`src/rtl/vram_arb_pkg.sv`:
```
// -----------------------------------------------------------------------------
// vram_arb_pkg
// Shared definitions for the VRAM arbiter: CPU-side state encoding, default
// widths, the video fetch spacing and the helper that turns that spacing into
// an hpos mask.
// -----------------------------------------------------------------------------
package vram_arb_pkg;

  localparam int DEF_ADDR_W      = 13;  // VRAM address width (words)
  localparam int DEF_DATA_W      = 8;   // VRAM word width (8 pixels at 1 bpp)
  localparam int DEF_FETCH_SHIFT = 3;   // one video slot every 2^n pixels
  localparam int HPOS_W          = 10;  // hpos/vpos width from hvsync_generator

  // CPU access sequencer states.
  typedef enum logic [1:0] {
    IDLE    = 2'd0,
    WR_ACK  = 2'd1,
    RD_WAIT = 2'd2,
    HOLD    = 2'd3
  } cpu_state_t;

  // Low hpos bits that must all be zero for a video slot.
  function automatic logic [HPOS_W-1:0] slot_mask(input int shift);
    return HPOS_W'((1 << shift) - 1);
  endfunction

  localparam logic [HPOS_W-1:0] SLOT_MASK = slot_mask(DEF_FETCH_SHIFT);

endpackage

```
`src/rtl/vram_fetch_addr_gen.sv`:
```
// -----------------------------------------------------------------------------
// vram_fetch_addr_gen
// Decodes video fetch slots from the raster position and keeps the scan-out
// word address. The address wraps modulo 2^ADDR_W and is forced to zero for
// the slot at the frame origin (hpos==0 && vpos==0).
//
// Ports:
//   clk         in   pixel clock, rising edge
//   reset       in   asynchronous, active-high
//   hpos, vpos  in   raster position
//   display_on  in   active-video flag
//   vslot       out  this cycle is a video fetch slot
//   fetch_addr  out  word address to fetch in this cycle's slot
// -----------------------------------------------------------------------------
module vram_fetch_addr_gen
  import vram_arb_pkg::*;
#(
  parameter int ADDR_W      = DEF_ADDR_W,
  parameter int FETCH_SHIFT = DEF_FETCH_SHIFT
) (
  input  logic              clk,
  input  logic              reset,
  input  logic [HPOS_W-1:0] hpos,
  input  logic [HPOS_W-1:0] vpos,
  input  logic              display_on,
  output logic              vslot,
  output logic [ADDR_W-1:0] fetch_addr
);

  localparam logic [HPOS_W-1:0] L_MASK = slot_mask(FETCH_SHIFT);

  logic [ADDR_W-1:0] r_fetch_addr;
  logic              w_frame_start;

  assign w_frame_start = (hpos == '0) && (vpos == '0);
  assign vslot         = display_on && ((hpos & L_MASK) == '0);

  // The frame-origin clear acts on the current cycle's slot, so the
  // override is combinational rather than waiting for the register.
  assign fetch_addr = w_frame_start ? '0 : r_fetch_addr;

  // NOTE: sequential state uses non-blocking assignments so every flop
  // samples pre-edge values regardless of block ordering.
  always_ff @(posedge clk or posedge reset) begin
    if (reset) begin
      r_fetch_addr <= '0;
    end else if (vslot) begin
      r_fetch_addr <= fetch_addr + ADDR_W'(1);
    end else if (w_frame_start) begin
      r_fetch_addr <= '0;
    end
  end

endmodule

```
`src/rtl/vram_arbiter.sv`:
```
// -----------------------------------------------------------------------------
// vram_arbiter
// Shares one single-port synchronous VRAM between the scan-out fetch path and
// a CPU request port. Video slots are fixed and always win; the CPU is served
// in any other eligible cycle through a small IDLE/WR_ACK/RD_WAIT/HOLD
// sequencer that limits it to one access per three cycles.
//
// Build option: VRAM_ARB_BLANK_ONLY_EN -- when defined, CPU grants are made
// only while display_on is low.
//
// Ports:
//   clk, reset               pixel clock; asynchronous active-high reset
//   hpos, vpos, display_on   raster timing from hvsync_generator
//   cpu_req/we/addr/wdata    CPU request (held until cpu_ack)
//   cpu_ack, cpu_rdata       one-cycle completion pulse and read data
//   ram_en/we/addr/wdata     combinational RAM controls
//   ram_rdata                RAM read data, one cycle after ram_en
//   vid_data, vid_valid      fetched scan-out word and its update pulse
// -----------------------------------------------------------------------------
module vram_arbiter
  import vram_arb_pkg::*;
#(
  parameter int ADDR_W      = DEF_ADDR_W,
  parameter int DATA_W      = DEF_DATA_W,
  parameter int FETCH_SHIFT = DEF_FETCH_SHIFT
) (
  input  logic              clk,
  input  logic              reset,
  input  logic [HPOS_W-1:0] hpos,
  input  logic [HPOS_W-1:0] vpos,
  input  logic              display_on,
  input  logic              cpu_req,
  input  logic              cpu_we,
  input  logic [ADDR_W-1:0] cpu_addr,
  input  logic [DATA_W-1:0] cpu_wdata,
  output logic              cpu_ack,
  output logic [DATA_W-1:0] cpu_rdata,
  output logic              ram_en,
  output logic              ram_we,
  output logic [ADDR_W-1:0] ram_addr,
  output logic [DATA_W-1:0] ram_wdata,
  input  logic [DATA_W-1:0] ram_rdata,
  output logic [DATA_W-1:0] vid_data,
  output logic              vid_valid
);

  cpu_state_t        r_state;
  cpu_state_t        w_state_nxt;
  logic              w_vslot;
  logic [ADDR_W-1:0] w_fetch_addr;
  logic              w_cpu_eligible;
  logic              w_grant;

  logic              r_slot_d1;
  logic              r_vid_valid;
  logic [DATA_W-1:0] r_vid_data;
  logic              r_cpu_ack;
  logic [DATA_W-1:0] r_cpu_rdata;

  vram_fetch_addr_gen #(
    .ADDR_W      (ADDR_W),
    .FETCH_SHIFT (FETCH_SHIFT)
  ) u_fetch (
    .clk        (clk),
    .reset      (reset),
    .hpos       (hpos),
    .vpos       (vpos),
    .display_on (display_on),
    .vslot      (w_vslot),
    .fetch_addr (w_fetch_addr)
  );

`ifdef VRAM_ARB_BLANK_ONLY_EN
  // CPU waits for blanking so the RAM never alternates owners in active video.
  assign w_cpu_eligible = !w_vslot && !display_on;
`else
  assign w_cpu_eligible = !w_vslot;
`endif

  always_ff @(posedge clk or posedge reset) begin
    if (reset) begin
      r_state <= IDLE;
    end else begin
      r_state <= w_state_nxt;
    end
  end

  // NOTE: every signal driven here gets a default first, so no path through
  // the case can leave a latch behind.
  always_comb begin
    w_state_nxt = r_state;
    w_grant     = 1'b0;
    ram_en      = 1'b0;
    ram_we      = 1'b0;
    ram_addr    = w_fetch_addr;
    ram_wdata   = cpu_wdata;

    case (r_state)
      IDLE: begin
        if (cpu_req && w_cpu_eligible) begin
          w_grant     = 1'b1;
          w_state_nxt = cpu_we ? WR_ACK : RD_WAIT;
        end
      end
      WR_ACK:  w_state_nxt = HOLD;
      RD_WAIT: w_state_nxt = HOLD;
      // HOLD blocks a second grant while the requester still sees its ack.
      HOLD:    w_state_nxt = IDLE;
      default: w_state_nxt = IDLE;
    endcase

    // The RAM is kept quiet for as long as reset is asserted.
    if (!reset) begin
      if (w_vslot) begin
        ram_en   = 1'b1;
        ram_addr = w_fetch_addr;
      end else if (w_grant) begin
        ram_en   = 1'b1;
        ram_we   = cpu_we;
        ram_addr = cpu_addr;
      end
    end
  end

  // Video data lands one cycle after its slot and is registered on the
  // following edge; CPU read data is captured in RD_WAIT so a video slot in
  // that cycle can reuse the RAM port.
  always_ff @(posedge clk or posedge reset) begin
    if (reset) begin
      r_slot_d1   <= 1'b0;
      r_vid_valid <= 1'b0;
      r_vid_data  <= '0;
      r_cpu_ack   <= 1'b0;
      r_cpu_rdata <= '0;
    end else begin
      r_slot_d1   <= w_vslot;
      r_vid_valid <= r_slot_d1;
      if (r_slot_d1) begin
        r_vid_data <= ram_rdata;
      end
      // Writes ack in WR_ACK (grant+1); reads ack in the cycle after RD_WAIT.
      r_cpu_ack <= (w_grant && cpu_we) || (r_state == RD_WAIT);
      if (r_state == RD_WAIT) begin
        r_cpu_rdata <= ram_rdata;
      end
    end
  end

  assign vid_data  = r_vid_data;
  assign vid_valid = r_vid_valid;
  assign cpu_ack   = r_cpu_ack;
  assign cpu_rdata = r_cpu_rdata;

endmodule

```
`config.mk`:
```
export PLATFORM = sky130hd
export DESIGN_NAME = vram_arbiter
export DESIGN_NICKNAME = d
export VERILOG_FILES = /design/src/rtl/vram_arb_pkg.sv /design/src/rtl/vram_fetch_addr_gen.sv /design/src/rtl/vram_arbiter.sv
export SDC_FILE = /design/constraint.sdc
export NUM_CORES = 1
export LEC_CHECK = 0
export ABC_CLOCK_PERIOD_IN_PS = 5300
export CORE_MARGIN = 8
export CORE_UTILIZATION = 40
export DETAILED_ROUTE_END_ITERATION = 8
export GPL_TIMING_DRIVEN = 0
export HOLD_SLACK_MARGIN = 0.15
export PLACE_DENSITY = 0.88
export SETUP_SLACK_MARGIN = 0.1
export SYNTH_ARGS = -nofsm -noshare
export SYNTH_HDL_FRONTEND = slang
export SYNTH_HIERARCHICAL = 1
export SYNTH_SLANG_ARGS = --single-unit
```
`constraint.sdc`:
```
create_clock -name clk -period 5.3 [get_ports clk]
set_clock_uncertainty 0.1 [all_clocks]
set_input_delay 1.06 -clock clk [delete_from_list [all_inputs] [get_ports clk]]
set_output_delay 1.06 -clock clk [all_outputs]
set_load 0.1 [all_outputs]
```
Word level (Yosys, flattened, before mapping)
Index checks and enable logic that the tools add are counted.
{"block": "word_totals", "reg_bits": 34}
{"block": "op_classes", "add_sub_neg": 1, "n_eq_ne": 4, "muxes": 16, "reduce_logical": 11}
{"operator": "$mux 13", "count": 5}
{"operator": "$logic_not 10->1", "count": 3}
{"operator": "$add 13x1->13 const B", "count": 1}
{"operator": "$mux 1", "count": 8}
{"operator": "$pmux 2 s3", "count": 1}
{"operator": "$eq 2x2->1 const B", "count": 2}
{"operator": "$logic_and 1x1->1", "count": 4}
{"operator": "$mux 2", "count": 2}
{"operator": "$eq 2x1->1 const B", "count": 1}
{"operator": "$logic_not 2->1", "count": 1}
{"operator": "$ne 2x2->1 const B", "count": 1}
{"operator": "$reduce_or 2->1", "count": 1}
{"operator": "$logic_not 1->1", "count": 1}
{"operator": "$logic_or 1x1->1", "count": 1}

Longest topological paths before layout
{"block": "depth", "word_depth": 9, "depth_mapped": 10}

Hierarchy
Netlist, hierarchy kept.
{"mod": "vram_arbiter", "n_inst": 1, "cells_per_inst": 80, "area_per_inst_um2": 1118.6, "seq_area_each_um2": 525.5}
{"mod": "vram_fetch_addr_gen", "n_inst": 1, "cells_per_inst": 94, "area_per_inst_um2": 790.8, "seq_area_each_um2": 325.3}

Worst setup path after synthesis
Ideal clock, no wire load.
{"block": "synth_path", "path_type": "input to output", "from": "input port hpos[1]", "to": "output port ram_addr[10]", "arrival_time_ns": 2.818, "required_time_ns": 4.140, "setup_slack_ns": 1.322, "cell_stages": 8, "n_path_buf": 3, "path_cell_list": "or4b_1 > buf_6 > inv_1 > inv_1 > and4_1 > buf_6 > buf_12 > mux2_4"}
{"block": "synth_between", "elab_chain_len": 9, "word_cells_on_any_way": 12, "classes_between": "6 x mux; 6 x reduce/logical"}
{"item": "start: declaration", "line_no": "vram_arbiter.sv:29", "text": "input logic [HPOS_W-1:0] hpos,"}
{"item": "$logic_not 10->1 (*)", "line_no": "vram_fetch_addr_gen.sv:36", "text": "assign vslot = display_on && ((hpos & L_MASK) == '0);"}
{"item": "$logic_and 1x1->1 (*)", "line_no": "vram_fetch_addr_gen.sv:36"}
{"item": "via w_vslot", "line_no": "vram_arbiter.sv:49", "text": "logic w_vslot;"}
{"item": "$logic_not 1->1", "line_no": "vram_arbiter.sv:77", "text": "assign w_cpu_eligible = !w_vslot;"}
{"item": "$logic_and 1x1->1", "line_no": "vram_arbiter.sv:100", "text": "if (cpu_req && w_cpu_eligible) begin"}
{"item": "$mux 1", "line_no": "vram_arbiter.sv:100"}
{"item": "$mux 1", "line_no": "vram_arbiter.sv:98", "text": "case (r_state)"}
{"item": "$mux 13", "line_no": "vram_arbiter.sv:117", "text": "end else if (w_grant) begin"}
{"item": "$mux 13 (*)", "line_no": "vram_arbiter.sv:114", "text": "if (w_vslot) begin"}
{"item": "$mux 13 (*)", "line_no": "vram_arbiter.sv:113", "text": "if (!reset) begin"}
{"item": "end: declaration", "line_no": "vram_arbiter.sv:40", "text": "output logic [ADDR_W-1:0] ram_addr,"}
The timed path passes the listed nets; every way through them passes the cells marked *.

Final worst setup path
{"block": "layout_path", "from": "input port hpos[1]", "to": "output port ram_addr[12]"}
Same word-level chain as after synthesis.

==> flow_summary.yaml <==
status:
  status: "completed"
layout:
  fillers: 397
  layout_commonest_cell: "clkdlybuf4s50_1"
  syn2layout_area_growth_pct: 51.05
  regArea_um2: 850.8
  diodes: 0
  fin_cells: 322
  most-common-layout-cells: "clkdlybuf4s50_1, dfrtp_1, mux2_2, nor2_1, inv_1"
  fin_nets: 325
  layout-drive-gt1-share: 0.2313
  multiInputGateArea_um2: 890.9
clocking:
  clock_latency_ns: 0.28
  clk_path_buf_depth: 2
  cts_inserted_buffers: 5
  cts_root_buf: "clkbuf_8"
  clk_pin_slew_ns: 0.07
  cts.sinks: 34
  cts_tree: "built"
  cts.htree.levels: 2
worst_setup_path:
  crit_fanout: 10
  worstSetupPathType: "in2out"
  r2r_start: "u_fetch/r_fetch_addr[0]"
  slowest_stage: "dlygate4sd2_1"
  crit_chain: "clkdlybuf4s50_1 -> or4b_1 -> buf_6 -> inv_1 -> inv_1 -> and4_1 -> buf_6 -> mux2_2 -> dlygate4sd2_1"
  arrival_ns: 3.89
  critPathCaptureType: "primary output"
  timing.critical_path.buf_inv: 6
  rr_worst_depth: 7
  reg2reg_to: "u_fetch/r_fetch_addr[10]"
  cpPeakStageDelay_ns: 0.85
  path_delay_family: "buffers and inverters"
  crit_required_ns: 4.14
  worstSetupStartpointType: "input pin"
  r2r_slack_ns: 3.52
synth:
  syn_inst: 174
  yosys_register_bits: 34
  synth-main-ff-cell: "dfrtp_1"
  synth_warnings: 6
  synth-edff-count: 0
  synth_cell_types: 31
  async_flop_share: 1.000
  synth_area_um2: 1909
  yosysSeqAreaShare: 0.4456
  syn_nets: 232
  syn_area_per_cell_um2: 10.97
timing:
  setup_tns_ns: 0
  relSlewSlack: 0.3341
  slew_violations: 0
  fmax_ghz: 0.1979
  fin_crit_sh: 0.9534
  period_needed_ns: 5.053
  timing_hold_violations_final: 0
  setup_viol: 0
  rsz0062_at_grt: "no"
  worstMarginPinSlew_ns: 0.9957
min_path:
  hp-class: "reg2reg"
  min_path_cells: 0
  hold_end: "vid_valid"
  min-delay-start: "r_slot_d1"
floorplan:
  dieHeight_um: 85.09
  ios: 95
  rows: 25
  die_area_um2: 7240
  coreArea_um2: 4661
  die_w_um: 85.09
  start_util: 0.4097
global_routing:
  grt_use_total: 0.1384
  grt_pass1_wl_um: 8093
  antenna_found_initial: 0
  overflow: 0
  grt_max_degree: 24
  grt_pass1_vias: 1646
detailed_routing:
  ant_nets: 0
  wl_um: 4955
  drc_errors: 0
  wire_per_inst_um: 15.39
  drtPass1Iterations: 4
  vias: 1546
  drt_iter0_drc: 70
  vias_per_cell: 4.801
placed_design:
  dp_hpwl_um: 3963
  dpl.cell_count: 314
  routabilityCongestion: 0.7865
  io_buffers: 86
power_and_ir_drop:
  p_leak_nw: 1.284
  vdd_drop_max_mv: 0.3265
  powerDensity_nw_per_um2: 526.7
flow_run:
  maxCapViolCount: 0
-- area by class of cell --
| type | count | area share |
|---|---|---|
| tap | 54 | 0.02343 |
| clock buffer | 6 | 0.02863 |
| buffer | 15 | 0.04252 |
| clock inverter | 2 | 0.004338 |
| multi-input combinational | 113 | 0.3089 |
| inverter | 12 | 0.01562 |
| timing repair buffer | 86 | 0.2816 |
| sequential | 34 | 0.2950 |
-- routing by layer --
layer,global-route usage,vias up,part of all wire
li1,-,774,-
met1,0.1562,722,0.43
met2,0.2315,46,0.50
met3,0.05116,4,0.066
met4,0.05178,0,0.010
met5,0,-,0
-- flip-flops by register name, indices dropped and copies added (netlist names) --
register and cells:
vid_data 8, r_state 2, cpu_rdata 8, u_fetch/r_fetch_addr 13, r_slot_d1 1, vid_valid 1, cpu_ack 1
-- worst register-to-register path: stages (launching register included) --
cell and delay [ns]:
dfrtp_1 0.40, o21ai_0 0.16, inv_1 0.11, ha_1 0.20, nand4_1 0.19, nor4_1 0.28, xnor2_1 0.16, nor2_1 0.05
-- Yosys cell counts, types with 3 or more instances --
| master | number | area (um2) |
|---|---|---|
| buf_4 | 9 | 67.56 |
| inv_1 | 12 | 45.04 |
| mux2i_1 | 3 | 30.03 |
| nand4_1 | 3 | 18.77 |
| nand2_1 | 8 | 30.03 |
| nor4_1 | 8 | 50.05 |
| mux2_4 | 8 | 120.1 |
| ha_1 | 4 | 50.05 |
| nor2b_1 | 8 | 50.05 |
| nor2_1 | 13 | 48.80 |
| xnor2_1 | 7 | 61.31 |
| mux2_2 | 21 | 236.5 |
| o21ai_0 | 6 | 30.03 |
| xor2_1 | 3 | 26.28 |
| dfrtp_1 | 34 | 850.8 |
| nand3_1 | 6 | 30.03 |
| nor3_1 | 4 | 20.02 |
-- per-stage QoR --
step	worst slack [ns]	total power, mW	instance area [um2]	hold WS, ns	util
floorplan	1.322	1.114	1909	0.2519	-
global placement	-0.09420	1.330	2838	0.2607	0.6089
detailed placement	-0.1329	1.348	2838	0.2655	0.6089
CTS	0.1412	1.532	2914	0.2758	0.6252
global route	0.1624	1.586	2884	0.2939	0.6188
finish	0.2470	1.519	2884	0.2749	0.6188
-- power breakdown --
group / switching [mW] / leakage (nW) / internal, mW
Sequential: 0.0453 / 0.424 / 0.331
Clock: 0.0933 / 0.0472 / 0.104
Combinational: 0.687 / 0.813 / 0.257
Total: 0.826 / 1.28 / 0.693
-- kinds of logic after synthesis --
| logic type | after synthesis | share of synthesized area |
|---|---|---|
| mux | 32 | 0.2025 |
| xor+xnor | 10 | 0.04587 |
| buf+inv | 27 | 0.08781 |
| compound gates | 11 | 0.03604 |
| simple gates | 56 | 0.1560 |
| fa+ha+maj | 4 | 0.02621 |
| flops | 34 | 0.4456 |
-- worst max-delay path by stage --
stage	start	endpoint	slack (ns)	depth (start not counted)
5_1_grt	hpos[0]	ram_addr[0]	0.16	9
4_1_cts	hpos[1]	ram_addr[10]	0.14	10
3_5_place_dp	hpos[1]	ram_addr[10]	-0.13	10
6_report	hpos[1]	ram_addr[12]	0.25	9
2_1_floorplan	hpos[1]	ram_addr[10]	1.32	8
3_3_place_gp	hpos[1]	ram_addr[7]	-0.09	10
-- timing repair --
| action | CTS | global route |
|---|---|---|
| pin swaps | 0 | 0 |
| setup buffers | 0 | 0 |
| resized for setup | 15 | 16 |
| hold buffers | 0 | 0 |
| endpoints found under the setup margin | 15 | 8 |
(Power assumes the default switching activity.)
